$ cat src/rtl/exmem_skid_stage_pkg.sv
// Shared core definitions for the EX/MEM boundary: the packet format,
// the write-back source codes and the skid-stage state encoding.
package exmem_skid_stage_pkg;

  localparam int CORE_XLEN      = 32;
  localparam int CORE_REG_AW    = 5;
  localparam int CORE_WB_SEL_W  = 2;
  localparam int CORE_MEM_VAL_W = 3;

  typedef enum logic [CORE_WB_SEL_W-1:0] {
    WB_ALU = 2'd0,
    WB_MEM = 2'd1,
    WB_PC4 = 2'd2
  } wb_sel_e;

  typedef struct packed {
    logic [CORE_XLEN-1:0]      alu_out;
    logic [CORE_XLEN-1:0]      rs2;
    logic [CORE_REG_AW-1:0]    rd;
    wb_sel_e                   wb_sel;
    logic                      reg_we;
    logic                      mem_rw;
    logic [CORE_MEM_VAL_W-1:0] mem_val;
  } exmem_pkt_t;

  typedef enum logic [1:0] {
    ST_EMPTY = 2'd0,
    ST_ONE   = 2'd1,
    ST_FULL  = 2'd2
  } state_e;

endpackage

$ cat src/rtl/exmem_skid_stage_if.sv
// EX -> stage -> MEM bundle plus the forwarding tap and occupancy/debug view.
interface exmem_skid_stage_if;
  import exmem_skid_stage_pkg::*;

  // Handshake: a packet moves on a side exactly in a cycle where valid and
  // ready are both high; valid never depends on ready, and in_ready is a
  // function of registered state and en only.
  logic       in_valid;
  logic       in_ready;
  exmem_pkt_t in_pkt;
  logic       out_valid;
  logic       out_ready;
  exmem_pkt_t out_pkt;

  logic                   fwd_valid;
  logic [CORE_REG_AW-1:0] fwd_rd;
  logic [CORE_XLEN-1:0]   fwd_data;
  logic [1:0]             occupancy;
  state_e                 dbg_state;

  modport master (
    output in_valid, in_pkt, out_ready,
    input  in_ready, out_valid, out_pkt,
    input  fwd_valid, fwd_rd, fwd_data, occupancy, dbg_state
  );

  modport slave (
    input  in_valid, in_pkt, out_ready,
    output in_ready, out_valid, out_pkt,
    output fwd_valid, fwd_rd, fwd_data, occupancy, dbg_state
  );

endinterface

$ cat src/rtl/exmem_skid_stage_slot.sv
// One pipeline entry: a valid bit plus a packet register. Load wins over
// clear; clear drops only the valid bit so the fields keep their last value.
module exmem_slot
  import exmem_skid_stage_pkg::*;
(
  input  logic       clk,
  input  logic       rst,
  input  logic       i_load,
  input  logic       i_clear,
  input  exmem_pkt_t i_pkt,
  output logic       o_valid,
  output exmem_pkt_t o_pkt
);

  logic       r_valid;
  exmem_pkt_t r_pkt;

  always_ff @(posedge clk) begin
    if (rst) begin
      r_valid <= 1'b0;
      r_pkt   <= '0;
    end else if (i_load) begin
      r_valid <= 1'b1;
      r_pkt   <= i_pkt;
    end else if (i_clear) begin
      r_valid <= 1'b0;
    end
  end

  assign o_valid = r_valid;
  assign o_pkt   = r_pkt;

endmodule

$ cat src/rtl/exmem_skid_stage.sv
// EX/MEM pipeline register with a one-entry skid buffer so in_ready never
// depends combinationally on out_ready; also taps the youngest ALU result.
module exmem_skid_stage
  import exmem_skid_stage_pkg::*;
#(
  parameter int XLEN      = 32,
  parameter int REG_AW    = 5,
  parameter int WB_SEL_W  = 2,
  parameter int MEM_VAL_W = 3
) (
  input  logic               clk,
  input  logic               rst,
  input  logic               en,
  input  logic               flush,
  exmem_skid_stage_if.slave  bus
);

  // The packet layout comes from the core package, so the widths cannot drift.
  if ((XLEN != CORE_XLEN) || (REG_AW != CORE_REG_AW) ||
      (WB_SEL_W != CORE_WB_SEL_W) || (MEM_VAL_W != CORE_MEM_VAL_W)) begin : g_bad_params
    $error("exmem_skid_stage: parameters must match exmem_skid_stage_pkg widths");
  end

  state_e     r_state;
  state_e     w_next_state;
  logic       w_main_valid;
  logic       w_skid_valid;
  exmem_pkt_t w_main_pkt;
  exmem_pkt_t w_skid_pkt;
  exmem_pkt_t w_main_din;
  logic       w_main_load;
  logic       w_main_clear;
  logic       w_skid_load;
  logic       w_skid_clear;
  logic       w_in_ready;
  logic       w_out_valid;
  logic       w_accept;
  logic       w_drain;

  assign w_in_ready  = en & ~w_skid_valid;
  assign w_out_valid = en & w_main_valid;
  assign w_accept    = bus.in_valid & w_in_ready;
  assign w_drain     = w_out_valid & bus.out_ready;

  exmem_slot u_main (
    .clk     (clk),
    .rst     (rst),
    .i_load  (w_main_load),
    .i_clear (w_main_clear),
    .i_pkt   (w_main_din),
    .o_valid (w_main_valid),
    .o_pkt   (w_main_pkt)
  );

  exmem_slot u_skid (
    .clk     (clk),
    .rst     (rst),
    .i_load  (w_skid_load),
    .i_clear (w_skid_clear),
    .i_pkt   (bus.in_pkt),
    .o_valid (w_skid_valid),
    .o_pkt   (w_skid_pkt)
  );

  always_ff @(posedge clk) begin
    if (rst) begin
      r_state <= ST_EMPTY;
    end else if (en) begin
      r_state <= w_next_state;
    end
  end

  always_comb begin
    w_next_state = r_state;
    if (flush) begin
      w_next_state = ST_EMPTY;
    end else begin
      case (r_state)
        ST_EMPTY: if (w_accept) w_next_state = ST_ONE;
        ST_ONE: begin
          if (w_accept && !w_drain)      w_next_state = ST_FULL;
          else if (!w_accept && w_drain) w_next_state = ST_EMPTY;
        end
        ST_FULL:  if (w_drain) w_next_state = ST_ONE;
        default:  w_next_state = ST_EMPTY;
      endcase
    end
  end

  // Slot controls are qualified by en so a disabled stage changes nothing.
  always_comb begin
    w_main_load  = 1'b0;
    w_main_clear = 1'b0;
    w_skid_load  = 1'b0;
    w_skid_clear = 1'b0;
    w_main_din   = bus.in_pkt;
    if (en && flush) begin
      w_main_clear = 1'b1;
      w_skid_clear = 1'b1;
    end else if (en) begin
      case (r_state)
        ST_EMPTY: w_main_load = w_accept;
        ST_ONE: begin
          if (w_accept && w_drain) w_main_load  = 1'b1;
          else if (w_accept)       w_skid_load  = 1'b1;
          else if (w_drain)        w_main_clear = 1'b1;
        end
        ST_FULL: begin
          if (w_drain) begin
            w_main_load  = 1'b1;
            w_main_din   = w_skid_pkt;
            w_skid_clear = 1'b1;
          end
        end
        default: begin
          w_main_clear = 1'b1;
          w_skid_clear = 1'b1;
        end
      endcase
    end
  end

  always_comb begin
    bus.in_ready       = w_in_ready;
    bus.out_valid      = w_out_valid;
    bus.out_pkt        = w_main_pkt;
    bus.out_pkt.reg_we = w_main_pkt.reg_we & w_out_valid;
    bus.out_pkt.mem_rw = w_main_pkt.mem_rw & w_out_valid;
    bus.dbg_state      = r_state;
    case (r_state)
      ST_ONE:  bus.occupancy = 2'd1;
      ST_FULL: bus.occupancy = 2'd2;
      default: bus.occupancy = 2'd0;
    endcase
  end

  // The youngest held entry carries the newest value of its rd.
  always_comb begin
    if (w_skid_valid) begin
      bus.fwd_valid = w_skid_pkt.reg_we && (w_skid_pkt.rd != '0) && (w_skid_pkt.wb_sel == WB_ALU);
      bus.fwd_rd    = w_skid_pkt.rd;
      bus.fwd_data  = w_skid_pkt.alu_out;
    end else begin
      bus.fwd_valid = w_main_valid && w_main_pkt.reg_we && (w_main_pkt.rd != '0) &&
                      (w_main_pkt.wb_sel == WB_ALU);
      bus.fwd_rd    = w_main_pkt.rd;
      bus.fwd_data  = w_main_pkt.alu_out;
    end
  end

endmodule

$ cat src/flat_wrapper.sv
// flat-port wrapper written by rule: the top's interface ports become plain ports
module exmem_skid_stage_flat import exmem_skid_stage_pkg::*;
#(
  parameter int XLEN      = 32,
  parameter int REG_AW    = 5,
  parameter int WB_SEL_W  = 2,
  parameter int MEM_VAL_W = 3
)
  (clk, rst, en, flush, bus_in_valid, bus_in_pkt, bus_out_ready, bus_in_ready, bus_out_valid, bus_out_pkt, bus_fwd_valid, bus_fwd_rd, bus_fwd_data, bus_occupancy, bus_dbg_state);
  exmem_skid_stage_if bus_i ();
  input  logic clk;
  input  logic rst;
  input  logic en;
  input  logic flush;
  input wire logic [$bits(bus_i.in_valid)-1:0] bus_in_valid;
  input wire logic [$bits(bus_i.in_pkt)-1:0] bus_in_pkt;
  input wire logic [$bits(bus_i.out_ready)-1:0] bus_out_ready;
  output wire logic [$bits(bus_i.in_ready)-1:0] bus_in_ready;
  output wire logic [$bits(bus_i.out_valid)-1:0] bus_out_valid;
  output wire logic [$bits(bus_i.out_pkt)-1:0] bus_out_pkt;
  output wire logic [$bits(bus_i.fwd_valid)-1:0] bus_fwd_valid;
  output wire logic [$bits(bus_i.fwd_rd)-1:0] bus_fwd_rd;
  output wire logic [$bits(bus_i.fwd_data)-1:0] bus_fwd_data;
  output wire logic [$bits(bus_i.occupancy)-1:0] bus_occupancy;
  output wire logic [$bits(bus_i.dbg_state)-1:0] bus_dbg_state;
  assign bus_i.in_valid = bus_in_valid;
  assign bus_i.in_pkt = bus_in_pkt;
  assign bus_i.out_ready = bus_out_ready;
  assign bus_in_ready = bus_i.in_ready;
  assign bus_out_valid = bus_i.out_valid;
  assign bus_out_pkt = bus_i.out_pkt;
  assign bus_fwd_valid = bus_i.fwd_valid;
  assign bus_fwd_rd = bus_i.fwd_rd;
  assign bus_fwd_data = bus_i.fwd_data;
  assign bus_occupancy = bus_i.occupancy;
  assign bus_dbg_state = bus_i.dbg_state;
  exmem_skid_stage #(.XLEN(XLEN), .REG_AW(REG_AW), .WB_SEL_W(WB_SEL_W), .MEM_VAL_W(MEM_VAL_W)) u_core (.clk(clk), .rst(rst), .en(en), .flush(flush), .bus(bus_i));
endmodule
$ cat config.mk
export PLATFORM = sky130hd
export DESIGN_NAME = exmem_skid_stage_flat
export DESIGN_NICKNAME = d
export VERILOG_FILES = /design/src/rtl/exmem_skid_stage_pkg.sv /design/src/rtl/exmem_skid_stage_if.sv /design/src/rtl/exmem_skid_stage_slot.sv /design/src/rtl/exmem_skid_stage.sv /design/src/flat_wrapper.sv
export SDC_FILE = /design/constraint.sdc
export NUM_CORES = 1
export LEC_CHECK = 0
export ABC_AREA = 1
export CAP_MARGIN = 30
export CORE_MARGIN = 1.5
export CORE_UTILIZATION = 35
export DETAILED_ROUTE_END_ITERATION = 8
export REMOVE_ABC_BUFFERS = 1
export SLEW_MARGIN = 20
export SYNTH_ARGS = -nofsm -noshare
export SYNTH_HDL_FRONTEND = slang
export SYNTH_SLANG_ARGS = --single-unit
export TNS_END_PERCENT = 100
$ cat constraint.sdc
create_clock -name clk -period 3.55 [get_ports clk]
set_clock_uncertainty 0.1 [all_clocks]
set_input_delay 0.355 -clock clk [delete_from_list [all_inputs] [get_ports clk]]
set_output_delay 0.355 -clock clk [all_outputs]
set_load 0.005 [all_outputs]
==> run summary <==
Status -> completed
Pleak -> 4.54 nW
Final hold vios -> 0
Final setup viols -> 0
GR Overflow Total -> 0
EDFF count, synth -> 0
Crit path cell chain -> buf_4 -> buf_4 -> nand2_1 -> o21ai_0 -> clkdlybuf4s50_1
Core Footprint -> 22800 µm²
Primary FF master, synth -> dfxtp_1
Via count of the first global-routing pass -> 7390
DR pass1 iterations -> 5
R2R Path End -> u_core.u_main.o_pkt[13]
Post-synthesis cell type count -> 22
Clock share of power -> 44.7%
Met3 Resource Use GR -> 4.11%
Slew margin rel. -> 36.3%
Area Growth Syn to Fin -> 26.2%
HPWL after DPL -> 14000 µm
# diodes -> 0
DIE AREA -> 24400 µm²
Num Clock Sinks -> 156
Clock transition at path regs -> 60 ps
Mean Syn Cell Area -> 6.36 µm²
Slowest-stage cell, CP -> clkdlybuf4s50_1
Initial antenna violation count -> 0
Register area share after synthesis -> 38.0%
Hold Crit Class -> in2reg
Layout cells sized above 1 -> 4.36%
Critical path class -> reg2out
Crit Path Max Fanout -> 48
Chip Width -> 156 µm
Ports -> 202
Setup_tns -> 0 ps
Logic pwr share -> 11.6%
Yosys top cell by area -> dfxtp_1
Met1 Usage GRT -> 26.1%
Die Y -> 156 µm
RSZ-0062 raised after global routing -> no
Min Tclk post-route -> 2800 ps
Power Internal -> 3.11 mW
Post-Syn Instances -> 1291
Hold Path Depth -> 4
Gr busiest metal -> met2
Sw Share -> 25.2%
Crit. End Element -> output port
Worst slew pin tran -> 954 ps
DRC errors left -> 0
Reg2reg start -> u_core.u_main.o_valid
Psw -> 1.05 mW
Maximum Capacitance Violations -> 0
Worst path most repeated cell -> buf_4
Met2 Use GR -> 32.8%
DRT Wirelength -> 23700 µm
Setup slack, reg-to-reg -> 1280 ps
Flops & latches, synth -> 156
Reg2reg path depth -> 9
Ys async rst share -> 0%
Final Cycle Share -> 79.0%
CTS tree -> yes
Row cnt -> 55
Root Buffer -> clkbuf_16
Synth area leaders -> dfxtp_1 (38%), nand2_1 (20%), nand3_1 (9.5%), buf_4 (8.1%), nor2_1 (7.2%)
CTS H-tree lvls -> 4
CP delay by family, top -> buffers and inverters
Vias post-DR -> 7916
Top-count cell post-synth -> nand2_1
CP max stage delay -> 560 ps
Clk_lat worst skew -> 420 ps
PwrDens -> 402 nW/µm²
Post-route ant nets -> 0
Critical path buffer and inverter count -> 3
Startpoint Class -> flip-flop
DR iter-0 viols -> 524
Clock Path Buffers -> 2
Mapped Area -> 8210 µm²
Hold Startpoint -> en
Final Max Tran Viols -> 0
IO buf count -> 201
Achievable clock frequency -> 357 MHz
Num CTS Buffers -> 17
GP Congestion -> 0.777
Hold Path Sink -> u_core.u_main.o_valid
Share of the synthesized area in the top cell type -> 38.0%
IR drop worst, VDD -> 0.283 mV
First-pass GRT wire length -> 38500 µm
Final instance area -> 10400 µm²
Initial cell density of the core -> 35.9%
Dpl cell area -> 9770 µm²
Arrival time worst endpoint -> 2350 ps
Synth top cells by count -> nand2_1 (428), nor2_1 (158), dfxtp_1 (156), nand3_1 (156), buf_4 (89)
Crit path required time -> 3090 ps
Post-CTS setup buffer count -> 0
Wire per inst -> 14.0 µm
Synth warn -> 0
Via/cell ratio -> 4.69
Post_cts resized -> 0
Nets -> 1448
Gr usage total -> 19.8%
Part of the power in registers -> 43.7%
Hold buffers post-CTS -> 0
Pin count of the biggest net entering global routing -> 82
## cell families after synthesis
group | count (synthesis) | share of synthesized area [%]
and+or+nand+nor | 756 | 37.6
adders and majority gates | 3 | 0.457
buffers and inverters | 252 | 16.3
DFF | 156 | 38.0
AOI/OAI and AO/OA | 124 | 7.62
## registers in the layout, indices dropped and copies added, names as in the netlist
register / cells
u_core.u_skid.o_valid: 1
u_core.u_skid.o_pkt: 76
u_core.bus.dbg_state: 2
u_core.u_main.o_pkt: 76
u_core.u_main.o_valid: 1
## how the worst max path moves through the flow
stage                          start                       to  slack (ps)  cells past startpoint
2_1_floorplan  u_core.u_skid.o_valid  u_core.u_skid.o_pkt[10]        -450                      7
3_3_place_gp            bus_in_valid  u_core.u_main.o_pkt[33]         930                     11
3_5_place_dp            bus_in_valid  u_core.u_main.o_pkt[18]         900                     11
4_1_cts        u_core.u_skid.o_valid         bus_fwd_data[19]         680                      5
5_1_grt        u_core.u_skid.o_valid          bus_fwd_data[1]         510                      5
6_report       u_core.u_skid.o_valid         bus_fwd_data[30]         750                      5
## area by class of cell
type	count	area [µm²]
multi-input combinational	883	3760
clock inverter	12	136
sequential	156	3120
timing repair buffer	215	2160
tap	313	392
clock buffer	20	457
inverter	90	338
fill	2416	12500
## worst min-delay path, stage by stage
cell and delay [ps]:
buf_2 210, o211ai_1 130, nand3_1 70, a21oi_1 60
## stage by stage
step	power (mW)	setup slack [ps]	utilization, %	cells	hold WS, ps
floorplan	2.04	-453	-	1129	324
global placement	2.34	934	42.8	1657	352
detailed placement	2.34	897	42.8	1657	358
CTS	4.21	683	45.4	1689	337
global route	4.34	512	45.4	1689	380
finish	4.16	746	45.4	1689	359
## layer usage
metal  vias to the layer above  wire length, µm
met1                      3591            11300
met4                         0              266
met3                        21             1360
li1                       4085                -
met2                       219            10700
met5                         -                0
## power groups by stage
stage	Clock [mW]	Combinational, mW	Sequential (mW)
6_report	1.86	0.483	1.82
5_1_grt	1.98	0.537	1.82
4_1_cts	1.90	0.488	1.82
3_5_place_dp	0	0.485	1.86
3_3_place_gp	0	0.483	1.86
2_1_floorplan	0	0.178	1.86
## cells in the final DEF (no fill, tap or decap)
master | netlist | final
nand2_1 | 428 | 428
clkdlybuf4s50_1 | 0 | 199
nor2_1 | 158 | 158
nand3_1 | 156 | 156
dfxtp_1 | 156 | 155
inv_1 | 86 | 86
a21oi_1 | 80 | 80
o21ai_0 | 42 | 42
clkbuf_16 | 0 | 17
buf_4 | 89 | 11
inv_2 | 4 | 4
buf_12 | 0 | 4
nor3_1 | 3 | 3
nor2_4 | 3 | 3
ha_1 | 3 | 3
clkinvlp_4 | 0 | 3
inv_6 | 0 | 3
nand4_1 | 2 | 2
nand2_4 | 0 | 2
clkbuf_8 | 0 | 2
bufinv_16 | 0 | 2
clkinv_4 | 0 | 2
clkinv_2 | 0 | 2
nand3_2 | 1 | 1
nand2_2 | 3 | 1
nor2_2 | 1 | 1
o31ai_1 | 1 | 1
nand3b_1 | 1 | 1
o211ai_1 | 1 | 1
clkbuf_1 | 45 | 1
buf_2 | 24 | 1
dfxtp_2 | 0 | 1
Note: power is estimated with default switching activity, not from simulation.
